==> config.mk <==
export PLATFORM = sky130hd
export DESIGN_NAME = sa_seq_ctrl_flat
export DESIGN_NICKNAME = d
export VERILOG_FILES = /design/src/rtl/sa_seq_ctrl_if.sv /design/src/rtl/sa_seq_ctrl.sv /design/src/flat_wrapper.sv
export SDC_FILE = /design/constraint.sdc
export NUM_CORES = 1
export LEC_CHECK = 0
export CORE_ASPECT_RATIO = 0.5
export CORE_MARGIN = 2
export CORE_UTILIZATION = 45
export DETAILED_ROUTE_END_ITERATION = 16
export DONT_BUFFER_PORTS = 1
export SETUP_SLACK_MARGIN = 0.4
export SYNTH_ARGS = -nofsm -noshare
export SYNTH_HDL_FRONTEND = slang
export SYNTH_SLANG_ARGS = --single-unit
==> constraint.sdc <==
create_clock -name clk -period 5 [get_ports clk]
set_input_delay 1 -clock clk [delete_from_list [all_inputs] [get_ports clk]]
set_output_delay 1 -clock clk [all_outputs]
set_load 0.05 [all_outputs]
==> src/rtl/sa_seq_ctrl_if.sv <==
// rtl/sa_seq_ctrl_if.sv - job handshake and buffer/tile control bundle for sa_seq_ctrl
//
// Purpose: groups the job request/status signals and the tile/buffer control
//   outputs of the systolic tile sequencer.
// Signals:
//   start, abort, k_len        job request, cancel, activation vector count K
//   busy, done, err            job status (done/err are one-cycle pulses)
//   arr_clr_n                  active-low clear to all tile MAC cells
//   wt_rd_en, wt_rd_addr       weight buffer read port
//   act_rd_en, act_rd_addr     activation buffer read port
//   row_valid                  per-row skewed input-valid mask
//   res_capture                result-buffer latch strobe
// Modports: master = job issuer / observer, slave = sequencer.
interface sa_seq_ctrl_if #(
  parameter int SIZE   = 4,
  parameter int ADDR_W = 8
);
  logic              start;
  logic              abort;
  logic [ADDR_W-1:0] k_len;
  logic              busy;
  logic              done;
  logic              err;
  logic              arr_clr_n;
  logic              wt_rd_en;
  logic [ADDR_W-1:0] wt_rd_addr;
  logic              act_rd_en;
  logic [ADDR_W-1:0] act_rd_addr;
  logic [SIZE-1:0]   row_valid;
  logic              res_capture;

  modport master (
    output start, abort, k_len,
    input  busy, done, err, arr_clr_n, wt_rd_en, wt_rd_addr,
    input  act_rd_en, act_rd_addr, row_valid, res_capture
  );

  modport slave (
    input  start, abort, k_len,
    output busy, done, err, arr_clr_n, wt_rd_en, wt_rd_addr,
    output act_rd_en, act_rd_addr, row_valid, res_capture
  );
endinterface

==> src/rtl/sa_seq_ctrl.sv <==
// rtl/sa_seq_ctrl.sv - job sequencer for one SIZE x SIZE weight-stationary systolic tile
//
// Purpose: per job, clears the tile, streams SIZE weight words, streams K
//   activation vectors with per-row skew, waits DRAIN_CYC cycles for the
//   pipeline to empty and pulses done/res_capture. All outputs are registered.
// Ports:
//   clk    clock
//   rst_n  asynchronous active-low reset
//   bus    sa_seq_ctrl_if.slave: start/abort/k_len in; busy/done/err,
//          arr_clr_n, weight/activation read ports, row_valid, res_capture out
module sa_seq_ctrl #(
  parameter int SIZE      = 4,
  parameter int ADDR_W    = 8,
  parameter int DRAIN_CYC = 2 * SIZE
) (
  input  logic          clk,
  input  logic          rst_n,
  sa_seq_ctrl_if.slave  bus
);

  localparam int CW = (DRAIN_CYC > 1) ? $clog2(DRAIN_CYC) : 1;

  typedef enum logic [2:0] {
    IDLE   = 3'd0,
    CLEAR  = 3'd1,
    LOAD   = 3'd2,
    STREAM = 3'd3,
    DRAIN  = 3'd4,
    DONE   = 3'd5
  } state_t;

  state_t            state_q, state_d;
  logic [ADDR_W-1:0] k_q, k_d;
  logic [CW-1:0]     cnt_q, cnt_d;
  logic              abort_pend_q, abort_pend_d;
  logic              busy_q, busy_d;
  logic              done_q, done_d;
  logic              err_q, err_d;
  logic              clr_n_q, clr_n_d;
  logic              wt_en_q, wt_en_d;
  logic [ADDR_W-1:0] wt_addr_q, wt_addr_d;
  logic              act_en_q, act_en_d;
  logic [ADDR_W-1:0] act_addr_q, act_addr_d;
  logic [SIZE-1:0]   row_valid_q, row_valid_d;
  logic              cap_q, cap_d;

  always_comb begin
    state_d      = state_q;
    k_d          = k_q;
    cnt_d        = cnt_q;
    abort_pend_d = abort_pend_q;
    done_d       = 1'b0;
    err_d        = 1'b0;
    clr_n_d      = 1'b1;
    wt_en_d      = 1'b0;
    wt_addr_d    = wt_addr_q;
    act_en_d     = 1'b0;
    act_addr_d   = act_addr_q;
    cap_d        = 1'b0;

    unique case (state_q)
      IDLE: begin
        if (bus.start) begin
          if (bus.k_len != '0) begin
            k_d     = bus.k_len;
            state_d = CLEAR;
            clr_n_d = 1'b0;
          end else begin
            err_d = 1'b1;
          end
        end
      end
      CLEAR: begin
        // CLEAR doubles as the one-cycle flush after an abort.
        if (abort_pend_q) begin
          state_d      = IDLE;
          abort_pend_d = 1'b0;
        end else begin
          state_d   = LOAD;
          wt_en_d   = 1'b1;
          wt_addr_d = '0;
        end
      end
      LOAD: begin
        if (wt_addr_q == ADDR_W'(SIZE - 1)) begin
          state_d    = STREAM;
          act_en_d   = 1'b1;
          act_addr_d = '0;
        end else begin
          wt_en_d   = 1'b1;
          wt_addr_d = wt_addr_q + 1'b1;
        end
      end
      STREAM: begin
        if (act_addr_q == k_q - 1'b1) begin
          state_d = DRAIN;
          cnt_d   = '0;
        end else begin
          act_en_d   = 1'b1;
          act_addr_d = act_addr_q + 1'b1;
        end
      end
      DRAIN: begin
        if (cnt_q == CW'(DRAIN_CYC - 1)) begin
          state_d = DONE;
          done_d  = 1'b1;
          cap_d   = 1'b1;
        end else begin
          cnt_d = cnt_q + 1'b1;
        end
      end
      DONE: begin
        state_d = IDLE;
      end
      default: begin
        state_d = IDLE;
      end
    endcase

    // Row 0 sees the activation enable directly; row i sees it i cycles later.
    row_valid_d = (row_valid_q << 1) | SIZE'(act_en_d);

    if (state_q != IDLE && bus.abort) begin
      state_d      = CLEAR;
      abort_pend_d = 1'b1;
      clr_n_d      = 1'b0;
      wt_en_d      = 1'b0;
      act_en_d     = 1'b0;
      wt_addr_d    = wt_addr_q;
      act_addr_d   = act_addr_q;
      done_d       = 1'b0;
      cap_d        = 1'b0;
      row_valid_d  = '0;
    end

    busy_d = (state_d != IDLE);
  end

  always_ff @(posedge clk or negedge rst_n) begin
    if (!rst_n) begin
      state_q      <= IDLE;
      k_q          <= '0;
      cnt_q        <= '0;
      abort_pend_q <= 1'b0;
      busy_q       <= 1'b0;
      done_q       <= 1'b0;
      err_q        <= 1'b0;
      clr_n_q      <= 1'b1;
      wt_en_q      <= 1'b0;
      wt_addr_q    <= '0;
      act_en_q     <= 1'b0;
      act_addr_q   <= '0;
      row_valid_q  <= '0;
      cap_q        <= 1'b0;
    end else begin
      state_q      <= state_d;
      k_q          <= k_d;
      cnt_q        <= cnt_d;
      abort_pend_q <= abort_pend_d;
      busy_q       <= busy_d;
      done_q       <= done_d;
      err_q        <= err_d;
      clr_n_q      <= clr_n_d;
      wt_en_q      <= wt_en_d;
      wt_addr_q    <= wt_addr_d;
      act_en_q     <= act_en_d;
      act_addr_q   <= act_addr_d;
      row_valid_q  <= row_valid_d;
      cap_q        <= cap_d;
    end
  end

  assign bus.busy        = busy_q;
  assign bus.done        = done_q;
  assign bus.err         = err_q;
  assign bus.arr_clr_n   = clr_n_q;
  assign bus.wt_rd_en    = wt_en_q;
  assign bus.wt_rd_addr  = wt_addr_q;
  assign bus.act_rd_en   = act_en_q;
  assign bus.act_rd_addr = act_addr_q;
  assign bus.row_valid   = row_valid_q;
  assign bus.res_capture = cap_q;

endmodule

==> src/flat_wrapper.sv <==
// flat-port wrapper written by rule: the top's interface ports become plain ports
module sa_seq_ctrl_flat 
#(
  parameter int SIZE      = 4,
  parameter int ADDR_W    = 8,
  parameter int DRAIN_CYC = 2 * SIZE
)
  (clk, rst_n, bus_start, bus_abort, bus_k_len, bus_busy, bus_done, bus_err, bus_arr_clr_n, bus_wt_rd_en, bus_wt_rd_addr, bus_act_rd_en, bus_act_rd_addr, bus_row_valid, bus_res_capture);
  sa_seq_ctrl_if #(.SIZE(SIZE), .ADDR_W(ADDR_W)) bus_i ();
  input  logic clk;
  input  logic rst_n;
  input wire logic [$bits(bus_i.start)-1:0] bus_start;
  input wire logic [$bits(bus_i.abort)-1:0] bus_abort;
  input wire logic [$bits(bus_i.k_len)-1:0] bus_k_len;
  output wire logic [$bits(bus_i.busy)-1:0] bus_busy;
  output wire logic [$bits(bus_i.done)-1:0] bus_done;
  output wire logic [$bits(bus_i.err)-1:0] bus_err;
  output wire logic [$bits(bus_i.arr_clr_n)-1:0] bus_arr_clr_n;
  output wire logic [$bits(bus_i.wt_rd_en)-1:0] bus_wt_rd_en;
  output wire logic [$bits(bus_i.wt_rd_addr)-1:0] bus_wt_rd_addr;
  output wire logic [$bits(bus_i.act_rd_en)-1:0] bus_act_rd_en;
  output wire logic [$bits(bus_i.act_rd_addr)-1:0] bus_act_rd_addr;
  output wire logic [$bits(bus_i.row_valid)-1:0] bus_row_valid;
  output wire logic [$bits(bus_i.res_capture)-1:0] bus_res_capture;
  assign bus_i.start = bus_start;
  assign bus_i.abort = bus_abort;
  assign bus_i.k_len = bus_k_len;
  assign bus_busy = bus_i.busy;
  assign bus_done = bus_i.done;
  assign bus_err = bus_i.err;
  assign bus_arr_clr_n = bus_i.arr_clr_n;
  assign bus_wt_rd_en = bus_i.wt_rd_en;
  assign bus_wt_rd_addr = bus_i.wt_rd_addr;
  assign bus_act_rd_en = bus_i.act_rd_en;
  assign bus_act_rd_addr = bus_i.act_rd_addr;
  assign bus_row_valid = bus_i.row_valid;
  assign bus_res_capture = bus_i.res_capture;
  sa_seq_ctrl #(.SIZE(SIZE), .ADDR_W(ADDR_W), .DRAIN_CYC(DRAIN_CYC)) u_core (.clk(clk), .rst_n(rst_n), .bus(bus_i));
endmodule
==> results.sh, run 1 <==
export IMPL_status="complete, no violations"
export IMPL_clk_path_buf_depth=2
export IMPL_die_h_um=52.69
export IMPL_finClkSkew_ns=0.009295
export IMPL_grt_ovfl_total=0
export IMPL_post_cts_resized=0
export IMPL_wl_per_cell_um=15.61
export IMPL_std_cell_rows=17
export IMPL_synth_commonest_cells="dfrtp_1 (39), nand2_1 (19), nor2_1 (17)"
export IMPL_timing_slew_headroom=0.3949
export IMPL_grt_pass1_wl_um=7334
export IMPL_die_x_um=101.4
export IMPL_htreeDepth=2
export IMPL_drv_cap=0
export IMPL_synth_area_leaders="dfrtp_1 (46%), nand2_1 (3.3%), xor2_1 (3.3%), mux2_2 (3.2%), nor2_1 (3.0%)"
export IMPL_synthArstFlopShare=1.000
export IMPL_detail_route_antenna_nets=0
export IMPL_dp_hpwl_um=3225
export IMPL_ios=39
export IMPL_cts_buffers=5
export IMPL_synth_seq_cells=40
export IMPL_syn_nets=229
export IMPL_yosys_warnings=0
export IMPL_netlist_area_mm2=0.002133
export IMPL_hold_slack_ns=0.3924
export IMPL_io_buffer_count=0
export IMPL_yosysTopAreaCellShare=0.4575
export IMPL_grt_usage=0.1834
export IMPL_drc=0
export IMPL_path_max_fanout=6
export IMPL_hold_buffers=0
export IMPL_setup_tns_ns=0
export IMPL_rsz0062_at_grt="false"
export IMPL_synth_main_ff_cell="dfrtp_1"
export IMPL_crit_type="register to register"
export IMPL_grt_start_max_net_pins=41
export IMPL_min_period_over_period=0.5065
export IMPL_clkLatencyLatePin_ns=0.29
export IMPL_multi_input_comb_area_mm2=0.001067
export IMPL_synth_seq_area_share=0.4698
export IMPL_root_buffer="clkbuf_8"
export IMPL_slew_viol_final=0
export IMPL_period_needed_ns=2.532
export IMPL_yosysUniqueCellTypes=52
export IMPL_fillerInstances=407
export IMPL_hold_class="input port to asynchronous set/reset pin"
export IMPL_via_per_inst=5.584
export IMPL_synth_most_common_cell="dfrtp_1"
export IMPL_drive_gt1_frac=0.1127
export IMPL_arrival_ns=2.67
export IMPL_grt_pass1_vias=1568
export IMPL_setup_viol=0
export IMPL_powerDensity_mw_per_mm2=571.5
export IMPL_die_area_mm2=0.005341
export IMPL_fmax_mhz=394.9
export IMPL_power_leakage_nw=0.9915
export IMPL_synth_edf_count=0
export IMPL_tritoncts="done"
export IMPL_irDropWorstVdd_mv=0.2716
export IMPL_coreArea_mm2=0.004488
export IMPL_cp_end_kind="register"
export IMPL_hold_viol_final=0
export IMPL_antenna_found_initial=0
export IMPL_area_growth_pct=6.275
export IMPL_seq_area_mm2=0.001002
export IMPL_syn_avg_cell_area_um2=10.06
export IMPL_via_count=1558
export IMPL_firstDrtPassIters=4
export IMPL_drt_wl_total_um=4355
export IMPL_required_ns=5.14
export IMPL_finalPower_mw=1.296
export IMPL_clk_pin_slew_ns=0.08
export IMPL_start_kind="register"
export IMPL_yosysTopAreaCell="dfrtp_1"
export IMPL_tightest_slew_ns=0.9077
export IMPL_place_congestion=0.7978
export IMPL_drtIter0Drc=40
export IMPL_start_util=0.4753
export IMPL_syn_inst=212
export IMPL_post_cts_buffers=0
export IMPL_cts_sinks=40
export IMPL_finalNetCount=229
export IMPL_n_antenna_cell=0
cells by family after synthesis:
logic type                 after synthesis  synth area share
xor gates and xnor gates                14           0.05748
buffers and inverters                   15           0.02991
and+or+nand+nor                         92            0.2416
DFF                                     40            0.4698
adders and majority gates                5           0.02933
muxes                                    9           0.04575
AOI/OAI and AO/OA                       37            0.1261
power by group:
group	internal, mW	switching, mW
Combinational	0.192	0.195
Sequential	0.412	0.287
Clock	0.0976	0.113
worst max-delay path, stage by stage, from the launching register on:
cell,delay (ns)
dfrtp_1,0.69
xnor2_1,0.24
and4bb_2,0.27
or3b_4,0.38
o211a_4,0.27
or3_4,0.40
mux2i_1,0.13
routing by layer:
metal / vias up / wire length, um / track usage
met5: - / 0 / 0
met4: 0 / 27 / 0.04054
met3: 5 / 221 / 0.05733
met2: 39 / 1954 / 0.2870
met1: 755 / 2151 / 0.2508
li1: 759 / - / -
state kept, by name, indices dropped and copies added (netlist names), 3 cells and up:
name                    flops
u_core.bus.wt_rd_addr       8
u_core.k_q                  8
u_core.bus.row_valid        4
u_core.bus.act_rd_addr      8
u_core.cnt_q                3
u_core.state_q              3
per-stage QoR:
stage | cells | area (um2) | utilization | setup WS [ns]
2_1_floorplan | 212 | 2133 | - | 2.602
3_5_place_dp | 271 | 2182 | 0.4862 | 2.470
5_1_grt | 279 | 2267 | 0.5052 | 2.171
4_1_cts | 279 | 2267 | 0.5052 | 2.458
3_3_place_gp | 271 | 2182 | 0.4862 | 2.535
6_report | 279 | 2267 | 0.5052 | 2.468
worst paths after layout:
| check | startpoint | endpoint | slack, ns | cells after the start |
|---|---|---|---|---|
| max reg2reg | u_core.bus.act_rd_addr[7] | u_core.bus.act_rd_addr[0] | 2.47 | 6 |
| min reg2reg | u_core.abort_pend_q | u_core.abort_pend_q | 0.52 | 1 |
| min | rst_n | u_core.bus.wt_rd_addr[7] | 0.39 | 0 |
| max | u_core.bus.act_rd_addr[7] | u_core.bus.act_rd_addr[0] | 2.47 | 6 |
| min in group clk | u_core.abort_pend_q | u_core.abort_pend_q | 0.52 | 1 |
| max in group asynchronous | rst_n | u_core.bus.arr_clr_n | 4.43 | 0 |
placed cells by master (no fill, tap or decap), drive strengths merged, types with 2 or more instances in the layout:
cell type | netlist | layout
nor3 | 4 | 4
and2 | 5 | 5
o31ai | 3 | 3
nor2b | 7 | 7
ha | 5 | 5
nand2 | 19 | 19
nor4 | 5 | 5
or3b | 2 | 2
nand4b | 2 | 2
a21boi | 2 | 2
o311ai | 2 | 2
o21a | 2 | 2
mux2 | 6 | 6
clkbuf | 3 | 6
xor2 | 8 | 8
a21oi | 5 | 5
dfrtp | 39 | 39
nand3b | 2 | 2
and3 | 4 | 4
o21ai | 11 | 11
nand3 | 3 | 3
nor2 | 17 | 17
o211ai | 2 | 2
xnor2 | 6 | 6
nand4 | 6 | 6
nand2b | 6 | 6
or3 | 3 | 3
inv | 8 | 8
mux2i | 3 | 3
nor3b | 2 | 2
area by class of cell:
type | instances | share of cell area
clock buffers | 6 | 0.03201
clock inverters | 2 | 0.005519
inverters | 8 | 0.01325
multi-input cells | 157 | 0.4707
flip-flops and latches | 40 | 0.4421
well taps | 66 | 0.03642
Note: power is estimated with default switching activity, not from simulation.
==> inputs of run 2 (changes only) <==
==> constraint.sdc (replaced) <==
create_clock -name clk -period 2.05 [get_ports clk]
set_input_delay 0.41 -clock clk [delete_from_list [all_inputs] [get_ports clk]]
set_output_delay 0.41 -clock clk [all_outputs]
set_load 0.05 [all_outputs]
==> results.sh, run 2 (synthesis gave the netlist of run 1 again) <==
export IMPL_tritoncts="done"
export IMPL_drtIter0Drc=81
export IMPL_cts_buffers=5
export IMPL_arrival_ns=2.55
export IMPL_setup_viol=15
export IMPL_grt_usage=0.1991
export IMPL_ios=39
export IMPL_timing_slew_headroom=0.5755
export IMPL_top_usage_layer="met2"
export IMPL_via_per_inst=5.368
export IMPL_detail_route_antenna_nets=0
export IMPL_period_needed_ns=2.369
export IMPL_timing_rr_end="u_core.bus.act_rd_addr[0]"
export IMPL_area_growth_pct=35.25
export IMPL_status="complete, but fails checks"
export IMPL_coreArea_mm2=0.004488
export IMPL_grtUsageMet1=0.2699
export IMPL_min_to="u_core.bus.done"
export IMPL_htreeDepth=2
export IMPL_hold_depth=1
export IMPL_grt_pass1_vias=1699
export IMPL_grt_start_max_net_pins=41
export IMPL_clk_path_buf_depth=2
export IMPL_clkLatencyLatePin_ns=0.30
export IMPL_std_cell_rows=17
export IMPL_slew_viol_final=0
export IMPL_r2r_slack_ns=-0.32
export IMPL_hold_path_startpoint="bus_abort"
export IMPL_die_h_um=52.69
export IMPL_finalNetCount=276
export IMPL_start_util=0.4753
export IMPL_finClkSkew_ns=0.005628
export IMPL_root_buffer="clkbuf_8"
export IMPL_required_ns=2.23
export IMPL_mostFrequentLayoutCell="buf_4"
export IMPL_dp_slack_ns=-0.3370
export IMPL_place_congestion=0.8196
export IMPL_grt_ovfl_total=0
export IMPL_grt_pass1_wl_um=7969
export IMPL_path_max_fanout=3
export IMPL_firstDrtPassIters=4
export IMPL_n_antenna_cell=0
export IMPL_fillerInstances=368
export IMPL_dp_hpwl_um=3475
export IMPL_r2r_start="u_core.k_q[1]"
export IMPL_die_area_mm2=0.005341
export IMPL_fmax_mhz=422.2
export IMPL_drc=0
export IMPL_grt_met2_usage=0.3124
export IMPL_cts_sinks=40
export IMPL_violations="negative setup slack"
export IMPL_rr_worst_depth=6
export IMPL_irDropWorstVdd_mv=0.7499
export IMPL_start_kind="register"
export IMPL_final_setup_worst_slack_ns=-0.3187
export IMPL_drt_wl_total_um=4924
export IMPL_hold_viol_final=0
export IMPL_min_period_over_period=1.155
export IMPL_wl_per_cell_um=15.10
export IMPL_powerDensity_mw_per_mm2=1383
export IMPL_mostFrequentLayoutCells="buf_4 (38), dfrtp_1 (29), nor2_1 (17)"
export IMPL_via_count=1750
export IMPL_clk_pin_slew_ns=0.08
export IMPL_cp_end_kind="register"
export IMPL_crit_type="register to register"
export IMPL_io_buffer_count=0
export IMPL_tightest_slew_ns=0.6309
export IMPL_antenna_found_initial=0
export IMPL_rsz0062_at_grt="true"
export IMPL_hold_class="input port to register"
export IMPL_power_leakage_nw=1.288
export IMPL_finalPower_mw=3.991
export IMPL_drv_cap=0
export IMPL_drive_gt1_frac=0.3923
export IMPL_met3_usage=0.06133
export IMPL_die_x_um=101.4
==> run 2: cell count changes in the layout (fill, tap and decap cells not counted), sizes merged <==
cell,previous run,this run
buf,0,46
bufinv,0,1
clkbuf,6,5
dlygate4sd3,0,1
==> run 2: what timing repair did <==
action / 4_1_cts / 5_1_grt
hold endpoints to repair: 40 / 0
endpoints found under the setup margin: 25 / 29
setup buffers: 4 / 5
resized for setup: 15 / 27
hold buffers: 2 / 0
pin swaps: 6 / 9
==> run 2: through the flow <==
step / std cells / cell area (um2) / util / setup TNS, ns / hold WS [ns]
2_1_floorplan: 212 / 2186 / - / -1.768 / 0.1144
3_3_place_gp: 307 / 2495 / 0.5559 / -3.190 / 0.1154
3_5_place_dp: 307 / 2495 / 0.5559 / -3.716 / 0.1154
4_1_cts: 321 / 2736 / 0.6097 / -3.525 / 0.1599
5_1_grt: 326 / 2885 / 0.6429 / -5.545 / 0.1602
6_report: 326 / 2885 / 0.6429 / -3.527 / 0.1681
==> run 2: cell type report <==
type                    count  area, um2  share of cell area
flip-flops and latches     40       1015              0.3517
clock buffers               5      68.82             0.02385
clock inverters             3      42.54             0.01474
well taps                  66      82.58             0.02862
inverters                   8      30.03             0.01041
repair buffers             47      394.1              0.1366
multi-input cells         157       1252              0.4341
==> run 2: power by group <==
group	switching [mW]	total (mW)	internal [mW]	leakage, nW
logic	1.11	2.01	0.894	0.731
registers	0.311	1.33	1.02	0.503
clock network	0.295	0.656	0.360	0.0541
total	1.72	3.99	2.27	1.29
==> run 2: worst max-delay path, stage by stage (launching register included) <==
cell and delay, ns:
dfrtp_1 0.38, or4_4 0.54, o221ai_2 0.16, or3b_4 0.41, o211a_4 0.27, or3_4 0.36
mux2i_1 0.13
==> run 2: worst max path at each step <==
stage                                            to     startpoint  depth (start not counted)  slack, ns
final                     u_core.bus.act_rd_addr[0]  u_core.k_q[1]                          6      -0.32
after global routing      u_core.bus.act_rd_addr[2]  u_core.k_q[1]                          7      -0.46
after CTS                 u_core.bus.act_rd_addr[0]  u_core.k_q[1]                          6      -0.31
after detailed placement  u_core.bus.act_rd_addr[2]  u_core.k_q[0]                          6      -0.34
after global placement    u_core.bus.act_rd_addr[2]  u_core.k_q[1]                          6      -0.29
after floorplan           u_core.bus.act_rd_addr[0]  u_core.k_q[2]                          6      -0.32
==> run 2: routing by layer <==
layer,vias up,wire [um]
li1,854,-
met1,865,2401
met2,29,2295
met3,2,210
met4,0,16
met5,-,0
==> inputs of run 3 (changes only) <==
--- a/config.mk
+++ b/config.mk
@@ -5,9 +5,10 @@
 export SDC_FILE = /design/constraint.sdc
 export NUM_CORES = 1
 export LEC_CHECK = 0
+export ABC_AREA = 0
 export CORE_ASPECT_RATIO = 0.5
 export CORE_MARGIN = 2
-export CORE_UTILIZATION = 45
+export CORE_UTILIZATION = 25
 export DETAILED_ROUTE_END_ITERATION = 16
 export DONT_BUFFER_PORTS = 1
 export SETUP_SLACK_MARGIN = 0.4
==> results.sh, run 3 (synthesis gave the netlist of run 1 again) <==
export IMPL_via_per_inst=4.755
export IMPL_die_x_um=134.6
export IMPL_wl_per_cell_um=14.38
export IMPL_cts_sinks=40
export IMPL_rsz0062_at_grt="true"
export IMPL_violations="negative setup slack"
export IMPL_grt_pass1_vias=1799
export IMPL_std_cell_rows=23
export IMPL_tritoncts="done"
export IMPL_hold_class="input port to register"
export IMPL_detail_route_antenna_nets=0
export IMPL_grt_usage=0.1146
export IMPL_setup_tns_ns=-3.466
export IMPL_grt_ovfl_total=0
export IMPL_period_needed_ns=2.351
export IMPL_placed_area_mm2=0.002575
export IMPL_ios=39
export IMPL_area_growth_pct=44.40
export IMPL_min_period_over_period=1.147
export IMPL_hold_viol_final=0
export IMPL_mostFrequentLayoutCell="buf_4"
export IMPL_n_antenna_cell=0
export IMPL_dp_slack_ns=-0.3592
export IMPL_htreeDepth=2
export IMPL_setup_viol=15
export IMPL_place_congestion=0.7647
export IMPL_arrival_ns=2.51
export IMPL_tightest_slew_ns=0.6296
export IMPL_stdcell_area_mm2=0.003080
export IMPL_timing_slew_headroom=0.5770
export IMPL_drive_gt1_frac=0.4232
export IMPL_antenna_found_initial=0
export IMPL_start_util=0.2619
export IMPL_cp_end_kind="register"
export IMPL_finalNetCount=283
export IMPL_clk_pin_slew_ns=0.06
export IMPL_drtIter0Drc=140
export IMPL_slew_viol_final=0
export IMPL_final_setup_worst_slack_ns=-0.3012
export IMPL_cts_buffers=5
export IMPL_coreArea_mm2=0.008144
export IMPL_path_max_fanout=4
export IMPL_io_buffer_count=0
export IMPL_clk_path_buf_depth=2
export IMPL_required_ns=2.21
export IMPL_via_count=1802
export IMPL_drc=0
export IMPL_root_buffer="clkbuf_16"
export IMPL_firstDrtPassIters=4
export IMPL_fmax_mhz=425.3
export IMPL_finClkSkew_ns=0.007904
export IMPL_irDropWorstVdd_mv=0.4732
export IMPL_grt_pass1_wl_um=8638
export IMPL_clkLatencyLatePin_ns=0.29
export IMPL_start_kind="register"
export IMPL_status="complete, but fails checks"
export IMPL_crit_type="register to register"
export IMPL_drt_wl_total_um=5450
export IMPL_die_area_mm2=0.009333
export IMPL_powerDensity_mw_per_mm2=1402
export IMPL_grt_start_max_net_pins=41
export IMPL_dp_hpwl_um=3777
export IMPL_mostFrequentLayoutCells="buf_4 (45), dfrtp_1 (28), nor2_1 (17)"
export IMPL_power_leakage_nw=1.354
export IMPL_die_h_um=69.32
export IMPL_drv_cap=0
[run 3: changes by cell type in the layout (fill, tap and decap cells not counted), moves of 4 or more]
| cell | before | now |
|---|---|---|
| buf_4 | 38 | 45 |
| o21ai_1 | 3 | 7 |
| clkbuf_8 | 5 | 0 |
| clkbuf_16 | 0 | 5 |
[run 3: metal layers]
layer	up-vias	wire [um]	GRT usage
met1	905	2363	0.1427
met4	0	42	0.03275
li1	866	-	-
met3	5	295	0.04094
met2	26	2748	0.1878
met5	-	0	0
[run 3: path summary, 6_finish.rpt]
check | cells past startpoint | slack, ns | to | start
hold reg to reg | 1 | 0.50 | u_core.abort_pend_q | u_core.abort_pend_q
setup / recovery | 6 | -0.30 | u_core.bus.act_rd_addr[0] | u_core.k_q[1]
setup reg to reg | 6 | -0.30 | u_core.bus.act_rd_addr[0] | u_core.k_q[1]
hold / removal | 1 | 0.19 | u_core.bus.done | bus_abort
max in group asynchronous | 2 | 1.21 | u_core.bus.arr_clr_n | rst_n
min in group asynchronous | 2 | 0.57 | u_core.k_q[4] | rst_n
[run 3: layout make-up]
type | instances | area [um2]
clock buffers | 6 | 128.9
well taps | 112 | 140.1
inverters | 8 | 30.03
repair buffers | 54 | 446.7
fillers | 764 | 5064
multi-input cells | 157 | 1284
clock inverters | 2 | 35.03
flip-flops and latches | 40 | 1016
[run 3: power by group]
group / switching [mW] / internal, mW / leakage [nW] / total [mW]
registers: 0.338 / 1.02 / 0.501 / 1.36
logic: 1.13 / 0.937 / 0.772 / 2.06
clock network: 0.325 / 0.573 / 0.0808 / 0.898
[run 3: through the flow]
stage	utilization	instances	total power, mW	hold slack [ns]
6_report	0.3782	379	4.319	0.1904
5_1_grt	0.3782	379	4.558	0.1755
4_1_cts	0.3560	370	4.092	0.1854
3_5_place_dp	0.3162	356	3.037	0.1152
3_3_place_gp	0.3162	356	2.996	0.1153
2_1_floorplan	-	212	2.506	0.1144
[run 3: worst max-delay path: stages (launching register included)]
cell,delay [ns]
dfrtp_1,0.38
or4_4,0.55
o221ai_2,0.16
or3b_4,0.41
o211a_4,0.26
or3_4,0.36
mux2i_1,0.13
[run 3: what timing repair did]
item / 4_1_cts / 5_1_grt
pin swaps: 4 / 12
resized for setup: 27 / 23
cloned: 0 / 1
setup endpoints to repair: 25 / 29
hold endpoints to repair: 40 / 0
buffers inserted: 4 / 8
hold buffers: 2 / 0
==> variant: new RTL, config.mk and constraints of run 2 <==
Make the reset (`rst_n`) synchronous in one clocked block. Comments in the files are not updated.
--- a/src/rtl/sa_seq_ctrl.sv
+++ b/src/rtl/sa_seq_ctrl.sv
@@ -137,5 +137,5 @@
   end
 
-  always_ff @(posedge clk or negedge rst_n) begin
+  always_ff @(posedge clk) begin
     if (!rst_n) begin
       state_q      <= IDLE;
Function: differs if rst_n is asserted again (counterexample within 4 cycles, from zero or initial values and one cycle with rst_n low); with rst_n held inactive, the same outputs for 10 cycles.
==> variant against run 2 <==
- die area decreased by 0.44%
- synthesized area decreased by 0.47%
- sequential cell count unchanged
- setup slack improved by 0.36 ns
- cell area increased by 2.0%
- cell count increased by 4.3%
- wire length increased by 18%
- critical path type unchanged
Power is not compared: it rests on default switching activity, and its combinational part moved more than twofold at a synthesized area within 25%.
==> variant: results (changes against run 2) <==
run_status:
  outcome: "complete, no violations"
synth:
  ys_seq_area_share_pct: 37.71  # -9.3 points
  ys.flop_type: "dfxtp_1"
  ys_top_cells_by_count: "dfxtp_1 (40), nor2_1 (28), nand2_1 (18)"
  syn-num-nets: 261  # +14%
  synth_cell_types: 51  # -1.9%
  async_flop_share_pct: 0  # -100 points
  synth_area_leaders: "dfxtp_1 (38%), nor2_1 (4.9%), xor2_1 (3.7%), nand3_1 (3.3%), nand2_1 (3.2%)"
drt:
  routed_wl_um: 5818  # +18%
  drt_first_iter_violations: 65  # -20%
  routed-wl-met2_um: 2688  # +17%
  route.met3.wl_um: 277  # +32%
  wl_met1_um: 2776  # +16%
  viasPerCell: 5.676  # +5.7%
cts:
  post_cts_buffers: 8  # +4
  clk_latency_ns: 0.30  # about the same
  clockRootBuffer: "clkbuf_8"
  post_cts_resized: 19  # +4
  cts_inserted_buffers: 5  # unchanged
timing:
  worst_clock_skew_ns: 0.006005  # +0.0003770 ns
  finalSetupViolations: 0  # -15
  timing.hold.ws_ns: 0.2020  # +0.03384 ns
  slew_headroom_pct: 43.58  # -14 points
worst_hold_path:
  hold_start: "rst_n"
  whs_endpoint: "u_core.bus.arr_clr_n$_SDFF_PN1_"
cells_and_area:
  layout-drive-gt1-share_pct: 44.17  # +4.9 points
  clkCellAreaFrac_pct: 3.060  # -0.80 points
  nets: 299  # +8.3%
  n_all_inverters: 9  # +1
  multi_input_gates: 184  # +17%
  buffers: 42  # -11%
  sh_seq_area_pct: 28.69  # -6.5 points
  multi_input_area_sq_mm: 0.001538  # +23%
  nonClkBufAreaFrac_pct: 12.37  # -1.3 points
  fillCellCount: 370  # +0.54%
  n_clock_buffer: 8  # +3
place:
  io_buffers: 0  # unchanged
  dp_hpwl_um: 3832  # +10%
  gp_congestion: 0.8054  # -1.7%
setup_path:
  regToRegSetupSlack_ns: 0.05  # +0.36 ns
  worst_path_max_delay_cell: "a2111oi_4"
  max_stage_delay_ns: 0.38  # -0.16 ns
  path_delay_family: "compound AO/OA/AOI/OAI gates"
  timing.rr.end: "u_core.bus.busy$_SDFF_PN0_"
  cp_max_fo: 7  # +4
  worst-r2r-cell-count: 9  # +3
  critPathLaunch: "u_core.k_q[1]$_SDFFE_PN0P_"
global_routing:
  met3_usage_pct: 5.600  # -0.53 points
  grt_max_degree: 28  # -32%
  met1_usage_pct: 29.98  # +3.0 points
  grt_use_met2_pct: 35.87  # +4.6 points
  track_usage_pct: 22.40  # +2.5 points
  grt_pass1_wl_um: 9066  # +14%
  grt_pass1_vias: 1893  # +11%
power_and_ir_drop:
  switching_share_pct: 28.77
  total_leakage_power_uw: 0.001135
  p_per_area_mw_per_mm2: 588.5
  seqPwrFrac_pct: 48.6
[variant: kinds of logic after synthesis]
kind of cell	count (synthesis)	synth area share, %
simple gates	103	25.28
compound gates	53	20.39
flops	40	37.71
buf+inv	21	4.242
xor+xnor	16	6.600
mux	6	2.829
fa+ha+maj	5	2.946
[variant: metrics by stage]
stage / std cells / cell area [sq um] / util, % / setup slack [ns]
after global placement: 319 / 2522 / 56.47 / 0.05952
after CTS: 336 / 2775 / 62.13 / 0.08629
after global routing: 340 / 2944 / 65.91 / -0.05005
after detailed placement: 319 / 2522 / 56.47 / -0.03945
after floorplan: 244 / 2290 / - / 0.2473
final: 340 / 2944 / 65.91 / 0.04601
[variant: worst register-to-register path: cells and delay by family, from the launching register on]
family	cells	cell delay, ns
adder cells (fa/ha/maj)	1	0.14
flip-flops	1	0.34
AND/OR/NAND/NOR	2	0.26
buffers and inverters	2	0.29
AO/OA/AOI/OAI	4	0.88
